### config.mk
export PLATFORM = sky130hd
export DESIGN_NAME = keccak_share_arbiter_flat
export DESIGN_NICKNAME = d
export VERILOG_FILES = /design/src/rtl/keccak_share_arbiter_if.sv /design/src/rtl/keccak_share_arbiter.sv /design/src/flat_wrapper.sv
export SDC_FILE = /design/constraint.sdc
export NUM_CORES = 1
export LEC_CHECK = 0
export CORE_AREA = 2 2 444 446
export DETAILED_ROUTE_END_ITERATION = 12
export DIE_AREA = 0 0 446 448
export PLACE_DENSITY = 0.4
export SYNTH_ARGS = -nofsm -noshare
export SYNTH_HDL_FRONTEND = slang
export SYNTH_SLANG_ARGS = --single-unit
export TNS_END_PERCENT = 30
### constraint.sdc
create_clock -name clk -period 2.4 [get_ports clk]
set_input_delay 0.24 -clock clk [delete_from_list [all_inputs] [get_ports clk]]
set_output_delay 0.24 -clock clk [all_outputs]
set_load 0.01 [all_outputs]
### src/rtl/keccak_share_arbiter_if.sv
`default_nettype none
// +--------------------------------------------------------------------+
// | keccak_share_arbiter_if                                              |
// | Requester, core and digest signals of the shared Keccak arbiter.     |
// | Revision: 1.0                                                        |
// +--------------------------------------------------------------------+
interface keccak_share_arbiter_if;
    logic         req0_valid;
    logic [31:0]  req0_data;
    logic         req0_last;
    logic [1:0]   req0_byte_num;
    logic         req0_ready;

    logic         req1_valid;
    logic [31:0]  req1_data;
    logic         req1_last;
    logic [1:0]   req1_byte_num;
    logic         req1_ready;

    logic         core_reset;
    logic [31:0]  core_in;
    logic         core_in_ready;
    logic         core_is_last;
    logic [1:0]   core_byte_num;
    logic         core_buffer_full;
    logic [511:0] core_out;
    logic         core_out_ready;

    logic [511:0] digest;
    logic         digest_valid;
    logic         digest_id;
    logic         digest_ack;
    logic         busy;

    // Arbiter side
    modport master (
        input  req0_valid, req0_data, req0_last, req0_byte_num,
        output req0_ready,
        input  req1_valid, req1_data, req1_last, req1_byte_num,
        output req1_ready,
        output core_reset, core_in, core_in_ready, core_is_last, core_byte_num,
        input  core_buffer_full, core_out, core_out_ready,
        output digest, digest_valid, digest_id,
        input  digest_ack,
        output busy
    );

    // Requesters, core and digest consumer side
    modport slave (
        output req0_valid, req0_data, req0_last, req0_byte_num,
        input  req0_ready,
        output req1_valid, req1_data, req1_last, req1_byte_num,
        input  req1_ready,
        input  core_reset, core_in, core_in_ready, core_is_last, core_byte_num,
        output core_buffer_full, core_out, core_out_ready,
        input  digest, digest_valid, digest_id,
        output digest_ack,
        input  busy
    );
endinterface
`default_nettype wire

### src/rtl/keccak_share_arbiter.sv
`default_nettype none
// +--------------------------------------------------------------------+
// | keccak_share_arbiter                                                 |
// | Round-robin time-sharing of one keccak core between two requesters.  |
// | Revision: 1.0                                                        |
// +--------------------------------------------------------------------+
module keccak_share_arbiter #(
    parameter int CORE_RST_CYCLES = 1
) (
    input wire clk,
    input wire reset,
    keccak_share_arbiter_if.master bus
);
    localparam logic [1:0] S_IDLE   = 2'd0;
    localparam logic [1:0] S_CRST   = 2'd1;
    localparam logic [1:0] S_STREAM = 2'd2;
    localparam logic [1:0] S_WAIT   = 2'd3;

    localparam logic [3:0] c_RST_LOAD = CORE_RST_CYCLES[3:0];

    logic [1:0]   r_state;
    logic [1:0]   w_state_nxt;
    logic [3:0]   r_cnt;
    logic [3:0]   w_cnt_nxt;
    // Current owner; only changes on a grant, so it is also the last owner
    logic         r_owner;
    logic         w_grant;
    logic         w_grant_id;
    logic [511:0] r_digest;
    logic         r_digest_valid;
    logic         r_digest_id;

    logic         w_own_valid;
    logic [31:0]  w_own_data;
    logic         w_own_last;
    logic [1:0]   w_own_bn;
    logic         w_stream;
    logic         w_accept;
    logic         w_load;

    assign w_own_valid = r_owner ? bus.req1_valid    : bus.req0_valid;
    assign w_own_data  = r_owner ? bus.req1_data     : bus.req0_data;
    assign w_own_last  = r_owner ? bus.req1_last     : bus.req0_last;
    assign w_own_bn    = r_owner ? bus.req1_byte_num : bus.req0_byte_num;

    assign w_stream = (r_state == S_STREAM);
    assign w_accept = w_stream & w_own_valid & ~bus.core_buffer_full;
    assign w_load   = (r_state == S_WAIT) & bus.core_out_ready &
                      (~r_digest_valid | bus.digest_ack);

    always_comb begin
        w_state_nxt = r_state;
        w_cnt_nxt   = r_cnt;
        w_grant     = 1'b0;
        w_grant_id  = 1'b0;
        case (r_state)
            S_IDLE: begin
                if (bus.req0_valid | bus.req1_valid) begin
                    w_grant     = 1'b1;
                    w_grant_id  = (bus.req0_valid & bus.req1_valid) ? ~r_owner : bus.req1_valid;
                    w_cnt_nxt   = c_RST_LOAD;
                    w_state_nxt = S_CRST;
                end
            end
            S_CRST: begin
                if (r_cnt <= 4'd1) begin
                    w_state_nxt = S_STREAM;
                end else begin
                    w_cnt_nxt = r_cnt - 4'd1;
                end
            end
            S_STREAM: begin
                if (w_accept & w_own_last) begin
                    w_state_nxt = S_WAIT;
                end
            end
            S_WAIT: begin
                if (w_load) begin
                    w_state_nxt = S_IDLE;
                end
            end
            default: w_state_nxt = S_IDLE;
        endcase
    end

    always_ff @(posedge clk) begin
        if (reset) begin
            r_state        <= S_IDLE;
            r_cnt          <= 4'd0;
            r_owner        <= 1'b1;
            r_digest       <= '0;
            r_digest_valid <= 1'b0;
            r_digest_id    <= 1'b0;
        end else begin
            r_state <= w_state_nxt;
            r_cnt   <= w_cnt_nxt;
            if (w_grant) begin
                r_owner <= w_grant_id;
            end
            // A load in the same cycle as an ack keeps valid high with the new value
            if (w_load) begin
                r_digest       <= bus.core_out;
                r_digest_id    <= r_owner;
                r_digest_valid <= 1'b1;
            end else if (bus.digest_ack) begin
                r_digest_valid <= 1'b0;
            end
        end
    end

    assign bus.req0_ready    = w_stream & ~r_owner & ~bus.core_buffer_full;
    assign bus.req1_ready    = w_stream &  r_owner & ~bus.core_buffer_full;
    assign bus.core_in_ready = w_accept;
    assign bus.core_is_last  = w_stream & w_own_last;
    assign bus.core_in       = w_own_data;
    assign bus.core_byte_num = w_own_bn;
    assign bus.core_reset    = (r_state == S_CRST) | reset;

    assign bus.digest       = r_digest;
    assign bus.digest_valid = r_digest_valid;
    assign bus.digest_id    = r_digest_id;
    assign bus.busy         = (r_state != S_IDLE);

endmodule
`default_nettype wire

### src/flat_wrapper.sv
// flat-port wrapper written by rule: the top's interface ports become plain ports
module keccak_share_arbiter_flat 
#(
    parameter int CORE_RST_CYCLES = 1
)
  (clk, reset, bus_req0_valid, bus_req0_data, bus_req0_last, bus_req0_byte_num, bus_req0_ready, bus_req1_valid, bus_req1_data, bus_req1_last, bus_req1_byte_num, bus_req1_ready, bus_core_reset, bus_core_in, bus_core_in_ready, bus_core_is_last, bus_core_byte_num, bus_core_buffer_full, bus_core_out, bus_core_out_ready, bus_digest, bus_digest_valid, bus_digest_id, bus_digest_ack, bus_busy);
  keccak_share_arbiter_if bus_i ();
  input wire clk;
  input wire reset;
  input wire logic [$bits(bus_i.req0_valid)-1:0] bus_req0_valid;
  input wire logic [$bits(bus_i.req0_data)-1:0] bus_req0_data;
  input wire logic [$bits(bus_i.req0_last)-1:0] bus_req0_last;
  input wire logic [$bits(bus_i.req0_byte_num)-1:0] bus_req0_byte_num;
  output wire logic [$bits(bus_i.req0_ready)-1:0] bus_req0_ready;
  input wire logic [$bits(bus_i.req1_valid)-1:0] bus_req1_valid;
  input wire logic [$bits(bus_i.req1_data)-1:0] bus_req1_data;
  input wire logic [$bits(bus_i.req1_last)-1:0] bus_req1_last;
  input wire logic [$bits(bus_i.req1_byte_num)-1:0] bus_req1_byte_num;
  output wire logic [$bits(bus_i.req1_ready)-1:0] bus_req1_ready;
  output wire logic [$bits(bus_i.core_reset)-1:0] bus_core_reset;
  output wire logic [$bits(bus_i.core_in)-1:0] bus_core_in;
  output wire logic [$bits(bus_i.core_in_ready)-1:0] bus_core_in_ready;
  output wire logic [$bits(bus_i.core_is_last)-1:0] bus_core_is_last;
  output wire logic [$bits(bus_i.core_byte_num)-1:0] bus_core_byte_num;
  input wire logic [$bits(bus_i.core_buffer_full)-1:0] bus_core_buffer_full;
  input wire logic [$bits(bus_i.core_out)-1:0] bus_core_out;
  input wire logic [$bits(bus_i.core_out_ready)-1:0] bus_core_out_ready;
  output wire logic [$bits(bus_i.digest)-1:0] bus_digest;
  output wire logic [$bits(bus_i.digest_valid)-1:0] bus_digest_valid;
  output wire logic [$bits(bus_i.digest_id)-1:0] bus_digest_id;
  input wire logic [$bits(bus_i.digest_ack)-1:0] bus_digest_ack;
  output wire logic [$bits(bus_i.busy)-1:0] bus_busy;
  assign bus_i.req0_valid = bus_req0_valid;
  assign bus_i.req0_data = bus_req0_data;
  assign bus_i.req0_last = bus_req0_last;
  assign bus_i.req0_byte_num = bus_req0_byte_num;
  assign bus_req0_ready = bus_i.req0_ready;
  assign bus_i.req1_valid = bus_req1_valid;
  assign bus_i.req1_data = bus_req1_data;
  assign bus_i.req1_last = bus_req1_last;
  assign bus_i.req1_byte_num = bus_req1_byte_num;
  assign bus_req1_ready = bus_i.req1_ready;
  assign bus_core_reset = bus_i.core_reset;
  assign bus_core_in = bus_i.core_in;
  assign bus_core_in_ready = bus_i.core_in_ready;
  assign bus_core_is_last = bus_i.core_is_last;
  assign bus_core_byte_num = bus_i.core_byte_num;
  assign bus_i.core_buffer_full = bus_core_buffer_full;
  assign bus_i.core_out = bus_core_out;
  assign bus_i.core_out_ready = bus_core_out_ready;
  assign bus_digest = bus_i.digest;
  assign bus_digest_valid = bus_i.digest_valid;
  assign bus_digest_id = bus_i.digest_id;
  assign bus_i.digest_ack = bus_digest_ack;
  assign bus_busy = bus_i.busy;
  keccak_share_arbiter #(.CORE_RST_CYCLES(CORE_RST_CYCLES)) u_core (.clk(clk), .reset(reset), .bus(bus_i));
endmodule
; Yosys cells after proc, flatten, opt, wreduce, memory -nomap -nowiden
; Index checks and enable logic that the tools add are counted.
[word_totals]
reg_bits = 521
inputBits = 589
output_inout_bits = 554
[op_classes]
n_addsub = 1
order_cmp = 1
n_eq_ne = 8
n_mux = 19
bitwise_logic = 17
reduce_logical = 6
[op_table]
columns = operator, count
row1 = $mux 32, 1
row2 = $and 1x1->1, 11
row3 = $mux 2, 5
row4 = $mux 1, 9
row5 = $mux 4, 2
row6 = $pmux 2 s4, 1
row7 = $pmux 4 s2, 1
row8 = $ne 2x1->1 const B, 3
row9 = $reduce_bool 2->1, 3
row10 = $eq 2x2->1 const B, 2
row11 = $le 4x1->1 const B, 1
row12 = $ne 2x2->1 const B, 2
row13 = $reduce_and 4->1, 1
row14 = $sub 4x1->4 const B, 1
row15 = $not 1->1, 3
row16 = $or 1x1->1, 3
row17 = $reduce_and 3->1, 1
row18 = $eq 2x1->1 const B, 1
row19 = $logic_not 2->1, 1

; Longest topological paths before layout
[depth]
word_depth = 6
ltp_mapped = 8
depth_no_buf = 7

; Worst setup path before layout
; No wires, ideal clock.
[synth_path]
path_type = register to register
start = reg u_core.r_state[0]
end = reg u_core.r_state[1]
arrival_time_ps = 1480
required_ps = 2272
slack_ps = 792
path_stages_with_launch = 9
n_path_buf = 1
path_cell_list = dfxtp_1 > inv_1 > ha_1 > inv_2 > or3_4 > buf_6 > nand4_2 > mux2i_1 > nor2_1
[synth_between]
elab_chain_cells = 6
word_cells_on_any_way = 15
classes_between = eq/ne (7) / mux (1) / bitwise (5) / reduce/logical (2)
[synth_lines]
columns = element, line
row1 = start: declaration, keccak_share_arbiter.sv:21  ; logic [1:0] r_state;
row2 = start signal: assignment, keccak_share_arbiter.sv:95  ; r_state <= w_state_nxt;
row3 = $eq 2x2->1, "keccak_share_arbiter.sv:46, keccak_share_arbiter.sv:56"
row4 = $and 1x1->1 (2 in series), keccak_share_arbiter.sv:47  ; assign w_accept = w_stream & w_own_valid & ~bus.core_buffer_full;
row5 = $and 1x1->1, keccak_share_arbiter.sv:73  ; if (w_accept & w_own_last) begin
row6 = $ne 2x2->1 (no line), -
row7 = $reduce_and 4->1 (no line), -
; Parallel ways exist; a longest one is shown, timed or not.
; A chain may end at the register's enable or synchronous reset.

; Final worst setup path
[layout_path]
start = reg u_core.r_owner
end = out bus_core_in[12]
[layout_between]
elab_chain_cells = 1
[layout_lines]
columns = element, line
row1 = start: declaration, keccak_share_arbiter.sv:26  ; logic r_owner;
row2 = start signal: assignment, keccak_share_arbiter.sv:98  ; r_owner <= w_grant_id;
row3 = $mux 32, keccak_share_arbiter.sv:42  ; assign w_own_data = r_owner ? bus.req1_data : bus.req0_data;
row4 = end: declaration, flat_wrapper.sv:21  ; output wire logic [$bits(bus_i.core_in)-1:0] bus_core_in;
; No other way between the ends.

==> results.md <==
* Status: finished, final reports clean
* Most common cell after layout, fill and taps aside: clkdlybuf4s50_1
* Switching pwr at 7.36 mW
* HP Start: bus_core_out[1]
* Achievable frequency at 0.443 GHz
* Synth cell types at 32
* Synth Area in Simple Gates at 21.6%
* Combined area of the multi-input logic cells at 7210 µm²
* Root Buffer: clkbuf_16
* WHS at 0.107 ns
* Post-route DRC at 0
* Largest family of logic cells by synthesized area: simple AND/OR/NAND/NOR gates
* # IOs at 1,143
* CTS tree: done
* M3 GR Usage at 5.86%
* Fill count at 21,900
* Max IR drop VDD at 0.540 mV
* CP Capture Type: output pin
* Crit path cell chain: buf_12 -> mux2_2 -> dlygate4sd2_1
* Reg2Reg Depth at 7
* Switching Fraction at 29.1%
* Flops & latches, synth at 521
* Vias in the first global route at 19,700
* Antenna Nets Post-Route at 0
* Mux contribution to synthesized area at 2.23%
* GRT Residual Overflow at 0
* Syn_nets at 2,924
* Most frequent cells in the layout: 1,101 x clkdlybuf4s50_1, 1,032 x nand2_1, 520 x dfxtp_1, 515 x a21oi_1, 75 x clkbuf_16
* Worst-path clk slew at 0.05 ns
* RR Endpoint: u_core.bus.digest[170]
* Internal cell power at 17.9 mW
* Synth Area in Adders at 0.405%
* HPWL after DPL at 106,000 µm
* Synth Area in Compound Gates at 14.4%
* Synth warnings at 0
* Clock skew at 0.0444 ns
* First-pass GRT wire length at 171,000 µm
* Part of the Yosys area used for sequential elements at 56.3%
* CP max stage delay at 0.44 ns
* Worst setup SP type: flop
* Register area at 10,400 µm²
* Fin. max-slew vios at 0
* CP max FO at 10
* Total routed wirelength at 132,000 µm
* CP max stage cell: dfxtp_4
* TritonCTS Buffers at 73
* GR met2 Demand/Resource at 19.5%
* Total GRT Usage at 12.5%
* Synthesized area at 18,500 µm²
* Static leakage at 11.5 nW
* Worst hold endpoint: u_core.bus.digest[1]
* Worst-margin pin slew at 0.846 ns
* Slew headroom at 43.6%
* Worst R2R Setup Slack at 0.37 ns
* Sequential power share at 37.1%
* Worst R2R Start: u_core.r_state[1]
* Site Rows at 162
* DIE WIDTH at 446 µm
* Number of H-tree levels at 3
* Met1 usage in global routing at 15.2%
* Vias/cell at 3.34
* Clock latency on the worst-skew pair at 0.68 ns
* Critical path required time at 2.16 ns
* # clock sinks at 521
* DR iter-0 viols at 1,360
* Hold Path Cell Cnt at 3
* Most crowded layer after global routing: met2
* Pwr Total at 25.3 mW
* Worst setup path category: reg -> out
* CP Data Arrival Time at 2.02 ns
* PwrDens at 712 nW/µm²
* Max Cap Viol at 0
* Synth Area in XOR/XNOR at 0.0945%
* Fin crit period at 2.26 ns
* Vias at 20,200
* Final Util at 18.3%
* Fin crit share at 94.0%
* Initial Util at 9.52%
* Clock share of power at 43.8%
* RSZ-0062 raised after global routing: no
* Hold WC Path Type: in -> reg
* Total die area at 200,000 µm²
* Post-DP Area at 33,100 µm²
* Core area at 195,000 µm²
* Die height at 448 µm
* Combinational fraction of design power at 19.2%
* Postcts setup bufs at 0
* Synth Instances at 2,329
* CTS max path bufs at 3
* Syn Area/Cell at 7.95 µm²
* Cell area after layout at 35,500 µm²
* # setup viols final at 0
* Wire length per cell at 21.9 µm
* Layout cell share with drive strength beyond 1 at 6.71%
* # port buffers at 1,142
* DR pass1 iterations at 5
* Largest net degree at the start of global routing at 142
* Initial antenna violation count at 43
* Area grow syn2layout at 91.8%
* RePlAce Congestion at 0.871
* Nets at 4,027
* Final Hold Fails at 0
[metal layers]
layer | share of wire [%] | up-vias
met5 | 0.061 | -
met4 | 2.7 | 12
met3 | 10 | 184
met2 | 46 | 779
met1 | 41 | 9453
li1 | - | 9726
[cell families (layout without fill, tap and decap cells)]
group | after synthesis | in the layout
buffers and inverters | 185 | 1344
muxes | 37 | 37
xor gates and xnor gates | 2 | 2
and+or+nand+nor | 1052 | 1052
other | 0 | 7
adders and majority gates | 6 | 6
DFF | 521 | 521
AOI/OAI and AO/OA | 526 | 526
[layout make-up]
cell class	count	share of cell area (%)
clock inverters	21	0.729
diodes	7	0.0493
repair buffers	1206	34.5
well taps	2542	8.95
multi-input cells	1623	20.3
clock buffers	110	6.04
inverters	7	0.0739
flip-flops and latches	521	29.4
[flip-flops by register name (all words and copies together) (netlist names)]
| name | count |
|---|---|
| u_core.bus.digest | 512 |
| u_core.bus.digest_id | 1 |
| u_core.bus.digest_valid | 1 |
| u_core.r_cnt | 4 |
| u_core.r_owner | 1 |
| u_core.r_state | 2 |
[worst max-delay path, delay by kind of cell (launching register included)]
family / cells / cell delay, ns
buffers and inverters: 2 / 0.49
DFF: 1 / 0.44
muxes: 1 / 0.40
[cells in the mapped netlist]
cell       number  area, µm²
nand2_1      1032       3870
dfxtp_1       521      10400
a21oi_1       515       2580
buf_2          77        385
clkbuf_1       66        248
buf_4          34        255
mux2_2         34        383
nor2_1          9       33.8
ha_1            6       75.1
inv_1           6       22.5
mux2i_1         3       30.0
nor2b_1         2       12.5
nor3_1          2       10.0
o211ai_1        2       15.0
o21ai_0         2       10.0
xor2_1          2       17.5
a211oi_2        1       12.5
a21bo_2         1       10.0
a2bb2oi_1       1       8.76
and3_2          1       7.51
buf_6           1       11.3
inv_2           1       3.75
nand2b_1        1       6.26
nand2b_4        1       13.8
nand3_1         1       5.00
nand4_2         1       12.5
o211a_1         1       10.0
o31a_1          1       8.76
o31ai_1         1       7.51
o31ai_2         1       12.5
or2_2           1       6.26
or3_4           1       11.3
[power groups by stage]
stage          logic [mW]  registers (mW)  clock network [mW]
2_1_floorplan        1.69            9.63                   0
3_5_place_dp         4.96            9.54                   0
6_report             4.86            9.38                11.1
5_1_grt              5.25            9.42                11.9
4_1_cts              4.96            9.37                11.6
3_3_place_gp         4.95            9.53                   0
[through the flow]
| step | setup TNS [ns] | setup slack, ns | std cells |
|---|---|---|---|
| finish | 0 | 0.144 | 6037 |
| global placement | 0 | 0.266 | 5894 |
| CTS | -0.0971 | -0.0237 | 6029 |
| floorplan | 0 | 0.792 | 2329 |
| global route | 0 | 0.00512 | 6036 |
| detailed placement | 0 | 0.235 | 5894 |
[worst max-delay path by stage]
stage | slack (ns) | to | from | depth (start not counted)
finish | 0.14 | bus_core_in[12] | u_core.r_owner | 3
global route | 0.005 | bus_core_is_last | u_core.r_state[0] | 5
CTS | -0.02 | bus_core_in[7] | u_core.r_owner | 3
detailed placement | 0.23 | u_core.bus.digest[216] | bus_core_out_ready | 7
global placement | 0.27 | u_core.bus.digest[184] | bus_core_out_ready | 7
floorplan | 0.79 | u_core.r_state[1] | u_core.r_state[0] | 8
[what timing repair did]
action / 4_1_cts / 5_1_grt
gates resized for setup: 37 / 2
hold buffers: 3 / 0
hold endpoints to repair: 23 / 0
gates cloned: 1 / 1
setup endpoints to repair: 32 / 2
No activity file was read; power rests on OpenSTA's default activity.
